<file path="src/rtl/serial_pattern_detector.sv">
// Serial pattern detector: shifts enabled bits into a W-bit history and pulses
// match (plus a saturating hit count) whenever a fully populated window equals PATTERN.
module serial_pattern_detector #(
    parameter int             W       = 4,
    parameter logic [W-1:0]   PATTERN = 4'b1011,
    parameter bit             OVERLAP = 1'b1,
    parameter int             CNT_W   = 8
) (
    input  logic             clk,
    input  logic             rst,
    input  logic             en,
    input  logic             din,
    input  logic             clr,
    output logic             match,
    output logic [CNT_W-1:0] count,
    output logic             filling
);
    localparam int           NB_W    = $clog2(W + 1);
    localparam logic [NB_W-1:0] NB_FULL = NB_W'(W);

    localparam logic [0:0] S_FILL = 1'b0;
    localparam logic [0:0] S_RUN  = 1'b1;

    logic [W-1:0]     sr_q, sr_d, sr_next;
    logic [NB_W-1:0]  nbits_q, nbits_d, nbits_inc;
    logic [0:0]       state_q, state_d;
    logic             match_q, match_d;
    logic [CNT_W-1:0] count_q, count_d;
    logic             hit;

    assign sr_next   = {sr_q[W-2:0], din};
    assign nbits_inc = (nbits_q == NB_FULL) ? NB_FULL : nbits_q + NB_W'(1);
    // nbits gates the compare so reset zeros in sr never look like pattern bits
    assign hit       = en && (nbits_inc == NB_FULL) && (sr_next == PATTERN);

    always_comb begin
        sr_d    = sr_q;
        nbits_d = nbits_q;
        state_d = state_q;
        match_d = 1'b0;
        count_d = count_q;
        if (en) begin
            sr_d    = sr_next;
            nbits_d = nbits_inc;
            match_d = hit;
            state_d = (nbits_inc == NB_FULL) ? S_RUN : S_FILL;
            if (hit && !OVERLAP) begin
                nbits_d = '0;
                state_d = S_FILL;
            end
        end
        if (hit && (count_q != {CNT_W{1'b1}}))
            count_d = count_q + CNT_W'(1);
        if (clr)
            count_d = '0;
    end

    always_ff @(posedge clk or posedge rst) begin
        if (rst) begin
            sr_q    <= '0;
            nbits_q <= '0;
            state_q <= S_FILL;
            match_q <= 1'b0;
            count_q <= '0;
        end else begin
            sr_q    <= sr_d;
            nbits_q <= nbits_d;
            state_q <= state_d;
            match_q <= match_d;
            count_q <= count_d;
        end
    end

    assign match   = match_q;
    assign count   = count_q;
    assign filling = (state_q == S_FILL);
endmodule

</file>
<file path="config.mk">
export PLATFORM = sky130hd
export DESIGN_NAME = serial_pattern_detector
export DESIGN_NICKNAME = d
export VERILOG_FILES = /design/src/rtl/serial_pattern_detector.sv
export SDC_FILE = /design/constraint.sdc
export NUM_CORES = 1
export LEC_CHECK = 0
export ABC_AREA = 1
export BUFFER_PORTS_ARGS = -buffer_cell sky130_fd_sc_hd__buf_4
export CELL_PAD_IN_SITES_DETAIL_PLACEMENT = 1
export CELL_PAD_IN_SITES_GLOBAL_PLACEMENT = 1
export CORE_UTILIZATION = 36
export CTS_CLUSTER_DIAMETER = 200
export CTS_CLUSTER_SIZE = 8
export DETAILED_ROUTE_END_ITERATION = 6
export PLACE_DENSITY = 0.76
export SLEW_MARGIN = 0
export SYNTH_ARGS = -nofsm -noshare
export SYNTH_HDL_FRONTEND = slang
export SYNTH_SLANG_ARGS = --single-unit
</file>
<file path="constraint.sdc">
create_clock -name clk -period 1.4 [get_ports clk]
set_clock_uncertainty 0.1 [all_clocks]
set_input_delay 0.28 -clock clk [delete_from_list [all_inputs] [get_ports clk]]
set_output_delay 0.28 -clock clk [all_outputs]
set_load 0.01 [all_outputs]
</file>
==> metrics <==
outcome complete, but fails checks; failing checks setup timing; Synth Area in XOR/XNOR 0.00920; Mapped Avg Cell Area 7.74 um^2; met1 wire length 1.07 mm; CTS tree yes; leakage 0.601 nW; area fraction in compound gates after synthesis 0.0696; CP max FO 4; layout net count 160; CTS Buffer Depth 2; FP Rows 18; EDFF count, synth 0; Yosys reg bits 16; fraction of the yosys area taken by sequential cells 0.420; IO Pins 15; DP HPWL ~1.8 mm; Initial Util 0.384; Netlist cell types 23; setup violators final 9; synth-to-layout area growth 29.8%; routed wl met2 1.20 mm; Adder-Cell Fraction of Synth Area 0.0394; Ys Warns 0; Fin. Hold Viols 0; first-pass GRT wire length 4.02 mm; total number of vias 905; Max Fclk 663 MHz; DRC violations left 0; post-route ant nets 0; final setup TNS -0.678 ns; hold slack ~0.11 ns; clk_lat worst skew 0.28 ns; Crit. Startpoint nbits_q[0]$_DFFE_PP0P_; initial antenna violation count 0; list of most frequent post-synthesis cells nand2_1 (34), dfrtp_1 (16), inv_1 (15); Die H 53.4 um; final worst slack -0.108 ns; Req. time, crit path approximately 1.5 ns; mux cell area share after synthesis 0; hold_sp din; largest family of logic cells by synthesized area simple AND/OR/NAND/NOR gates; Max Cap Viol 0; CTS root buf clkbuf_4; final critical-path required period about 1.5 ns; Starting DRT DRC Count 2; Post-Place Worst Slack -0.0926 ns; endpoint class of the critical path register; Worst Hold Class in -> reg; vias in the first global route 920; max-slew violations 0; Post-Syn Nets 131; GRT Util Overall 0.196; Overflow after GRT 0; Power Total ~1.3 mW; Crit Path Class reg -> reg; top cell type's share of synthesized area 0.420; die width between 50 and 60 um; WL per Instance 13.1 um; fillers 335; core area ~2500 um^2; dominant cell type by area after synthesis dfrtp_1; ranking of synthesized cells by area dfrtp_1 (42%), nand2_1 (13%), nand3_1 (7.4%); CTS sink count 16; Placer Congestion 0.766; Post-Syn Instances 123; Buffers on Ports 14; count leader, synth nand2_1; Cell Area, Synth approximately 950 um^2; ratio of cells with drive above 1 in the final layout 0.333; RSZ-0062 raised after global routing true; VDD IR max 0.665 mV; R2R Path Start nbits_q[0]$_DFFE_PP0P_; Finished Core Util 0.499; Post-Synth Simple-Gate Area 0.386; DRT Pass-1 Iters 4; headroom to the max-slew limit 0.737; crit path DAT 1.63 ns; Num CTS Buffers 3; largest net degree at the start of global routing 17; met3 routed WL 78 um; Die ar. 2850 um^2; Post-Route WL 2.36 mm; Synth async-reset ratio 1.00; Tightest Pin Transition 0.395 ns; ant diodes 0; PD cells 1070 nW/um^2; vias per inst slightly above 5; ratio of final minimum period to clock period 1.08; Startpoint Class register; H-tree depth 1; clock-pin slew on the worst setup and hold paths 0.09 ns; Primary FF master, synth dfrtp_1; Top Layer Used met4
==> flip-flops by register name (all words and copies together) (netlist names) <==
signal	flops
nbits_q	3
match	1
count	8
sr_q	3
state_q	1
==> layer usage <==
metal  up-vias  global-route usage
met5         -                   0
met4         0              0.0307
met3         2              0.0517
met2        14               0.346
met1       432               0.239
li1        457                   -
==> what timing repair did <==
action	4_1_cts	5_1_grt
endpoints found under the setup margin	9	9
setup buffers	0	0
pin swaps	3	2
cloned	1	0
hold endpoints to repair	16	0
resized for setup	3	4
hold buffers	1	0
==> area by class of cell <==
cell class,instances,area (um^2),area share
clock buffer,3,22.5,0.0182
sequential,16,400,0.324
timing repair buffer,25,190,0.154
inverter,16,60.1,0.0486
multi-input combinational,90,526,0.425
tap,30,37.5,0.0304
==> stage by stage <==
step,cell area [um^2],std cells
2_1_floorplan,970,123
3_3_place_gp,1180,175
3_5_place_dp,1180,175
4_1_cts,1230,180
5_1_grt,1240,180
6_report,1240,180
==> path summary, 6_finish.rpt <==
kind,slack (ns),endpoint,cells past startpoint
min in group asynchronous,0.45,count[6]$_DFFE_PP0P_,4
max reg2reg,-0.11,count[0]$_DFFE_PP0P_,7
min reg2reg,0.41,sr_q[2]$_DFFE_PP0P_,2
max,-0.11,count[0]$_DFFE_PP0P_,7
max in group asynchronous,0.56,count[3]$_DFFE_PP0P_,4
min,0.11,sr_q[0]$_DFFE_PP0P_,3
==> worst max-delay path, stage by stage, from the launching register on <==
cell	delay, ns
dfrtp_1	0.40
inv_2	0.08
ha_4	0.21
o21ai_4	0.20
nand3_2	0.13
nor2_4	0.13
nand4_1	0.10
nand2_1	0.09
==> cell families after synthesis <==
family	Yosys count
AOI/OAI and AO/OA	10
xor gates and xnor gates	1
adders and majority gates	3
buffers and inverters	18
DFF	16
and+or+nand+nor	75
==> where the power goes <==
| group | internal [mW] | switching, mW |
|---|---|---|
| clock network | 0.0999 | 0.136 |
| logic | 0.224 | 0.281 |
| registers | 0.527 | 0.0529 |
| total | 0.851 | 0.470 |
==> cells in the final DEF, fill, tap and decap left out <==
| master | synthesis | routed |
|---|---|---|
| o21bai_1 | 2 | 2 |
| o21ai_1 | 1 | 1 |
| nor2_1 | 12 | 11 |
| inv_2 | 1 | 3 |
| o21ai_4 | 1 | 1 |
| dlygate4sd3_1 | 0 | 1 |
| nand4_1 | 4 | 4 |
| ha_2 | 0 | 2 |
| xor2_1 | 1 | 1 |
| nand4_2 | 0 | 1 |
| nor2_2 | 2 | 3 |
| nand2_1 | 34 | 29 |
| nand4_4 | 1 | 1 |
| nor2_4 | 1 | 1 |
| nand2_2 | 3 | 8 |
| buf_4 | 1 | 24 |
| clkbuf_4 | 0 | 3 |
| o21ai_0 | 6 | 6 |
| nor3b_1 | 1 | 1 |
| inv_1 | 15 | 13 |
| nand2_4 | 1 | 1 |
| nand3b_1 | 1 | 1 |
| nand3_2 | 1 | 1 |
| nand3_1 | 14 | 14 |
| ha_4 | 0 | 1 |
| dfrtp_1 | 16 | 16 |
No activity file was read; power rests on OpenSTA's default activity.
